--- config.mk ---
export PLATFORM = sky130hd
export DESIGN_NAME = fib_seq_ctrl
export DESIGN_NICKNAME = d
export VERILOG_FILES = /design/src/rtl/fib_seq_ctrl.sv
export SDC_FILE = /design/constraint.sdc
export NUM_CORES = 1
export LEC_CHECK = 0
export ABC_AREA = 1
export BUFFER_PORTS_ARGS = -buffer_cell sky130_fd_sc_hd__buf_4
export CAP_MARGIN = 20
export CORE_MARGIN = 4
export CORE_UTILIZATION = 45
export DETAILED_ROUTE_END_ITERATION = 10
export MAX_ROUTING_LAYER = met4
export PLACE_DENSITY = 0.79
export SKIP_CTS_REPAIR_TIMING = 1
export SLEW_MARGIN = 30
export SYNTH_ARGS = -nofsm -noshare
export SYNTH_HDL_FRONTEND = slang
export SYNTH_SLANG_ARGS = --single-unit
--- constraint.sdc ---
create_clock -name clk -period 1.7 [get_ports clk]
set_input_delay 0.255 -clock clk [delete_from_list [all_inputs] [get_ports clk]]
set_output_delay 0.255 -clock clk [all_outputs]
set_load 0.1 [all_outputs]
--- src/rtl/fib_seq_ctrl.sv ---
// Sequencing controller for an external Fibonacci datapath: clears it, then streams
// num_terms terms over a valid/ready interface, flagging modulo-2^W wraparound.
module fib_seq_ctrl #(
  parameter int unsigned W     = 16,
  parameter int unsigned CNT_W = 8
) (
  input  logic             clk,
  input  logic             rst,
  input  logic             start,
  input  logic [CNT_W-1:0] num_terms,
  output logic             fib_clr,
  output logic             fib_en,
  input  logic [W-1:0]     fib_val,
  output logic             out_valid,
  input  logic             out_ready,
  output logic [W-1:0]     out_data,
  output logic             out_last,
  output logic             busy,
  output logic             done,
  output logic             overflow
);

  typedef enum logic [1:0] {S_IDLE, S_CLR, S_EMIT, S_FIN} state_t;

  state_t           r_state;
  state_t           w_next;
  logic [CNT_W-1:0] r_remaining;
  logic [W-1:0]     r_prev;
  logic             r_overflow;
  logic             r_seen;
  logic             w_hs;
  logic             w_last;
  logic             w_accept;

  assign w_hs     = (r_state == S_EMIT) && out_ready;
  assign w_last   = (r_remaining == CNT_W'(1));
  assign w_accept = (r_state == S_IDLE) && start;

  always_ff @(posedge clk or negedge rst) begin
    if (!rst) r_state <= S_IDLE;
    else      r_state <= w_next;
  end

  always_comb begin
    w_next = r_state;
    case (r_state)
      S_IDLE: if (start) w_next = (num_terms == '0) ? S_FIN : S_CLR;
      S_CLR:  w_next = S_EMIT;
      S_EMIT: if (w_hs && w_last) w_next = S_FIN;
      S_FIN:  w_next = S_IDLE;
      default: w_next = S_IDLE;
    endcase
  end

  // r_seen distinguishes the first beat of a run, which has no predecessor to compare.
  always_ff @(posedge clk or negedge rst) begin
    if (!rst) begin
      r_remaining <= '0;
      r_prev      <= '0;
      r_overflow  <= 1'b0;
      r_seen      <= 1'b0;
    end else if (w_accept) begin
      if (num_terms != '0) r_remaining <= num_terms;
      r_prev     <= '0;
      r_overflow <= 1'b0;
      r_seen     <= 1'b0;
    end else if (w_hs) begin
      if (r_seen && (fib_val < r_prev)) r_overflow <= 1'b1;
      r_prev <= fib_val;
      r_seen <= 1'b1;
      if (!w_last) r_remaining <= r_remaining - CNT_W'(1);
    end
  end

  always_comb begin
    fib_clr   = (r_state == S_CLR);
    fib_en    = w_hs && !w_last;
    out_valid = (r_state == S_EMIT);
    out_last  = (r_state == S_EMIT) && w_last;
    out_data  = fib_val;
    busy      = (r_state != S_IDLE);
    done      = (r_state == S_FIN);
    overflow  = r_overflow;
  end

endmodule

# Word-level counts from Yosys, hierarchy flattened
# Cells that the tools add are included.
# totals
register_bits	28
latch_bits	0
mem_bits_rw	0
mem_bits_ro	0
in_bits	28
out_inout_bits	23
word_cells	46
mem_count	0
# classes
addsub	1
multipliers	0
div_mod_pow	0
order_cmp	1
n_eq_ne	8
n_shift	0
n_mux	15
bitwise_logic	0
reduce_logical	16
# op_table
operator	n
$mux W16	2
$mux W8	4
$lt A16 B16 Y1	1
$eq A8 B1 Y1 const B	1
$logic_not A8 Y1	1
$pmux W2 S4	1
$reduce_bool A8 Y1	1
$sub A8 B1 Y8 const B	1
$logic_and A1 B1 Y1	6
$mux W2	3
$ne A2 B1 Y1 const B	3
$reduce_bool A2 Y1	3
$mux W1	5
$eq A2 B2 Y1 const B	2
$reduce_and A2 Y1	2
$reduce_and A3 Y1	1
$eq A2 B1 Y1 const B	1
$logic_not A2 Y1	1
$ne A2 B2 Y1 const B	1
$logic_not A1 Y1	1

# Longest topological paths before layout
# Gate-level depths: netlist of the first run.
# depth
depth_word	5
depth_mapped	13
ltp_nobuf	13

# Least setup slack after synthesis of the first run
# OpenSTA, ideal clock, no wires.
# synth_path
path_type	register to output
from	reg r_state[0]
to	out fib_en
t_arrival_ns	2.917
required_time_ns	1.445
slack_ns	-1.472
stages_incl_launch_ff	5
path_buffers	0
path_cell_list	dfrtp_1 inv_1 ha_1 nand2_2 nor2_1
# synth_via
elab_chain_cells	3
# synth_lines
element	line	text
start: declaration	25	state_t r_state;
start signal: assignment	41	else r_state <= w_next;
$eq A2 B2 Y1	n/a	
net out_valid	14	output logic out_valid,
$logic_and A1 B1 Y1	35	assign w_hs = (r_state == S_EMIT) && out_ready;
$logic_and A1 B1 Y1	77	fib_en = w_hs && !w_last;
end: declaration	12	output logic fib_en,
# The timed path passes the listed nets, and every way through them passes these cells.

# Worst setup path after layout of the first run
# layout_path
from	reg r_remaining[2]
to	out out_last
# layout_via
elab_chain_cells	2
# layout_lines
element	line	text
start: declaration	27	logic [CNT_W-1:0] r_remaining;
start signal: assignment	63	if (num_terms != '0) r_remaining <= num_terms;
start signal: assignment	71	if (!w_last) r_remaining <= r_remaining - CNT_W'(1);
$eq A8 B1 Y1	36	assign w_last = (r_remaining == CNT_W'(1));
$logic_and A1 B1 Y1	79	out_last = (r_state == S_EMIT) && w_last;
end: declaration	17	output logic out_last,
# Every way passes these cells.

==> impl_metrics.toml, run 1 <==
[global_routing]
grt_first_pass_wirelength_microns = 7320
grt_pass1_vias = 1700
antenna_found_initial = 0
grt_max_degree = 29
grt_overflow = 0
grt.total_usage = 0.169

[yosys]
postSynthAreaPerCell_sq_um = 7.99
synth.net_count = 302
seq_area_frac_synth = 0.348
ys_ff_latch = 28
async_reset_ff_frac = 1.00
synth_top_area_share = 0.348
synth_edf_count = 0
synth_commonest_cells = "nand2_1 (41), inv_1 (40), dfrtp_1 (28), o21ai_0 (26), ha_1 (22)"
synth_area_sq_mm = 0.00201
synth_cells = 252
synth_cell_types = 30
synth_area_leaders = "dfrtp_1 (35%), ha_1 (14%), nand2_1 (7.6%)"
yosys.area.top_type = "dfrtp_1"
synth_warnings = 0
yosysMostFrequentCell = "nand2_1"
synth_flop_cell = "dfrtp_1"

[setup_path]
worstSetupStartpointType = "flop"
r2r_slack_ns = 0.03
cp_max_fo = 4
required_ns = 1.44
cp-end-kind = "output pin"
critPathKind = "reg2out"
worst-endpoint-arrival_ns = 1.57

[sta]
finClkSkew_ns = 0.00641
worstMarginPinSlew_ns = 0.361
setup_tns_ns = -0.233
finalHoldViolCount = 0
rsz0062_at_grt = "true"
period_needed_ns = 1.82
slew_headroom = 0.758
setup_viol = 2
fin_ws_ns = -0.122
max_clock_freq_mhz = 549
fin_crit_sh = 1.07
holdWs_ns = 0.220
slew_viol_final = 0

[finish]
finalNetCount = 357
post-route-util = 0.604
drive_gt1_frac = 0.330
design_area_sq_mm = 0.00263
diodes = 0
area_growth_pct = 30.7
fin_cells = 358

[placement]
portBuffers = 50
place_hpwl_microns = 3270
place_inst = 340
gp_congestion = 0.850
dp_slack_ns = 0.0191
dpl_cell_area_sq_mm = 0.00239

[clock_tree]
cts_root_buf = "clkbuf_8"
cts_tree = "yes"
cts-buffers-inserted = 3
h-tree-depth = 1
clk_path_buf_depth = 2
clkTransAtPathRegs_ns = 0.10
cts.sinks = 28
insertion_delay_ns = 0.28

[detailed_routing]
drcViolationCount = 0
ant_nets = 0
viasPerCell = 5.05
drt_iter0_markers = 107
drt_wl_total_microns = 4700
drt_pre_antenna_iters = 4
vias = 1808
wire_per_inst_microns = 13.1

[status]
status = "complete, but fails checks"
violations = "negative setup slack"

[die]
core_sq_mm = 0.00435
start_util = 0.462
die_x_microns = 74.9
dieArea_sq_mm = 0.00561
fp.dieH_microns = 74.9
rows = 24
num_io_pins = 51

[power]
total_power_mw = 4.73
cellLeakagePower_nw = 1.33
power_density_mw_per_mm2 = 1800
irDropWorstVdd_mv = 1.36

[worst_hold_path]
hold_class = "in2reg"

[run]
cap_violations = 0
[critical path: stages (launching register included)]
cell,delay (ns)
dfrtp_1,0.41
inv_2,0.09
nand2_2,0.06
nor3_4,0.22
nand4_4,0.18
nor2_4,0.14
buf_12,0.18
[area by class of cell]
cell class                 count  area, sq um
clock inverter                 1         30.0
fill                         379         1720
multi-input combinational    159         1060
clock buffer                   3         41.3
timing repair buffer          71          564
inverter                      44          173
sequential                    28          701
tap                           52         65.1
[registers in the layout, indices dropped and copies added (netlist names)]
signal	count
r_state	2
r_prev	16
r_remaining	8
overflow	1
r_seen	1
[layer usage]
metal,vias up,track usage,share of wire
met5,-,-,0
met4,0,0.0178,0.015
met3,8,0.0280,0.086
met2,75,0.304,0.50
met1,817,0.206,0.40
li1,908,-,-
[worst paths after layout]
check | end | cells past startpoint | start
worst max-delay path | out_last | 6 | r_remaining[2]
worst min-delay path | r_prev[5] | 3 | fib_val[5]
worst max register to register | r_remaining[2] | 10 | r_remaining[2]
worst min register to register | r_remaining[7] | 2 | r_remaining[7]
max in group asynchronous | r_prev[13] | 2 | rst
min in group asynchronous | r_prev[3] | 2 | rst
[cells by family after synthesis]
family	share of synthesized area
fa+ha+maj	0.137
xor+xnor	0.00870
flops	0.348
buf+inv	0.162
simple gates	0.193
compound gates	0.152
[cell usage in the layout, fill, tap and decap left out, drive strengths merged, types with 2 or more instances in the layout]
cell,instances
o211ai,3
inv,41
dfrtp,28
xor2,2
o21ai,38
nor3,3
nand2,45
ha,22
clkinvlp,2
nor2,14
clkbuf,3
a21oi,6
nand3,19
nand4,3
buf,70
[power breakdown]
part           internal (mW)  total [mW]  leakage (nW)  switching, mW
logic                   1.07        3.05         0.931           1.98
registers              0.984        1.14         0.363          0.152
clock network          0.316       0.542        0.0357          0.226
total                   2.37        4.73          1.33           2.36
Note: power is estimated with default switching activity, not from simulation.
==> run 2, diff against run 1 <==
Settings changed: TNS_END_PERCENT from default to 30.
==> run 2 against run 1 <==
Effect of this change:
- the run still ends with negative setup slack left
- register-to-register slack got worse by 0.06 ns
- sequential share of layout area rose by 0.93 points
- routed wire length fell by 5.5%
- die area did not move
- critical path depth did not move
- sequential power barely moved
- via count fell by 2.2%
- first-iteration DRC count rose by 16%
- setup slack improved by 0.022 ns
- final cell count fell by 2.0%
- highest routed layer unchanged
==> impl_metrics.toml, run 2 (synthesized netlist as in run 1, its figures left out) <==
[setup_path]
critPathTopFamily = "simple AND/OR/NAND/NOR gates"
critPathBufInv = 2
cp_max_fo = 4
slowest_delay_ns = 0.41
cp-end-kind = "output pin"
worst-endpoint-arrival_ns = 1.55
required_ns = 1.44
reg2reg_to = "r_remaining[1]"
r2r_start = "r_remaining[2]"
crit_path_cell_trace = "inv_2, nand2_2, nor3_4, nand4_4, nor2_4, buf_12"
r2r_slack_ns = -0.03
worst-r2r-cell-count = 10
slowest_stage = "dfrtp_1"
critPathKind = "reg2out"
worstSetupStartpointType = "flop"

[power]
power_density_mw_per_mm2 = 1750
p_switching_mw = 2.27
power_frac_seq = 0.254
combPwrFrac = 0.652
pwr-share-clk = 0.094
p_int_mw = 2.18
swShare = 0.510
irDropWorstVdd_mv = 1.33
total_power_mw = 4.45
cellLeakagePower_nw = 1.28

[clock_tree]
h-tree-depth = 1
clk_path_buf_depth = 2
clkTransAtPathRegs_ns = 0.10
cts-buffers-inserted = 3
cts_root_buf = "clkbuf_8"
cts.sinks = 28
insertion_delay_ns = 0.28
cts_tree = "yes"

[die]
die_x_microns = 74.9
rows = 24
dieArea_sq_mm = 0.00561
core_sq_mm = 0.00435
num_io_pins = 51
fp.dieH_microns = 74.9
start_util = 0.462

[detailed_routing]
drt_wl_total_microns = 4450
ant_nets = 0
wire_per_inst_microns = 12.7
vias = 1769
drcViolationCount = 0
drt_pre_antenna_iters = 4
drt_iter0_markers = 124
viasPerCell = 5.04

[sta]
period_needed_ns = 1.80
worstMarginPinSlew_ns = 0.366
slew_viol_final = 0
fin_crit_sh = 1.06
max_clock_freq_mhz = 556
setup_tns_ns = -0.223
rsz0062_at_grt = "true"
slew_headroom = 0.756
fin_ws_ns = -0.100
setup_viol = 3
finClkSkew_ns = 0.00796
finalHoldViolCount = 0

[finish]
finalNetCount = 350
diodes = 0
design_area_sq_mm = 0.00254
largest_register = "r_prev"
drive_gt1_frac = 0.308
largest_reg_flops = 16
final_common_cell = "buf_4"
reg_top3 = "r_prev x16, r_remaining x8, r_state x2"
area_growth_pct = 26.3
post-route-util = 0.584
layout_common_cells = "buf_4 (61), nand2_1 (41), inv_1 (37), dfrtp_1 (28), o21ai_0 (26)"

[global_routing]
grt.total_usage = 0.167
grt_max_degree = 29
grt_pass1_vias = 1624
antenna_found_initial = 0
grt_overflow = 0
grt_first_pass_wirelength_microns = 7080

[worst_hold_path]
hold_class = "in2reg"
min_to = "r_prev[2]"
worstHoldPathCells = 3
min_from = "fib_val[2]"

[placement]
place_hpwl_microns = 3340
dp_slack_ns = 0.0634
dpl_cell_area_sq_mm = 0.00240
portBuffers = 50
gp_congestion = 0.849

[run]
cap_violations = 0

[status]
violations = "negative setup slack"
status = "complete, but fails checks"
run 2: layer usage:
layer	GRT usage	part of all wire	up-vias
met3	0.0294	0.072	6
met4	0.0514	0.0099	0
met2	0.273	0.50	55
met1	0.211	0.42	818
li1	-	-	890
met5	-	0	-
run 2: worst min-delay path, stage by stage:
cell     delay [ns]
buf_4          0.09
nand3_1        0.06
o21ai_0        0.07
run 2: cell type report:
class,count,area [sq um]
fillers,402,1810
multi-input cells,158,1030
flip-flops and latches,28,701
repair buffers,65,519
inverters,44,169
well taps,52,65.1
clock buffers,4,55.1
run 2: power by group through the flow:
stage | registers (mW) | logic, mW | clock network, mW
after CTS | 1.13 | 2.78 | 0.432
after global routing | 1.16 | 3.22 | 0.453
after global placement | 1.13 | 2.70 | 0
after detailed placement | 1.14 | 2.76 | 0
final | 1.13 | 2.90 | 0.420
after floorplan | 1.21 | 2.10 | 0
run 2: how the worst max path moves through the flow:
stage              startpoint        to  slack [ns]  cells after the start
2_1_floorplan      r_state[0]    fib_en       -0.02                      4
3_3_place_gp   r_remaining[1]  out_last        0.14                      5
3_5_place_dp       r_state[0]  overflow        0.06                      8
4_1_cts        r_remaining[1]  out_last       -0.18                      5
5_1_grt        r_remaining[2]  out_last       -0.18                      6
6_report       r_remaining[2]  out_last       -0.10                      6
run 2: through the flow:
| stage | cells | hold WS (ns) |
|---|---|---|
| after CTS | 345 | -0.113 |
| after global routing | 351 | 0.244 |
| final | 351 | 0.227 |
| after detailed placement | 341 | 0.201 |
| after global placement | 341 | 0.199 |
| after floorplan | 252 | -0.0406 |
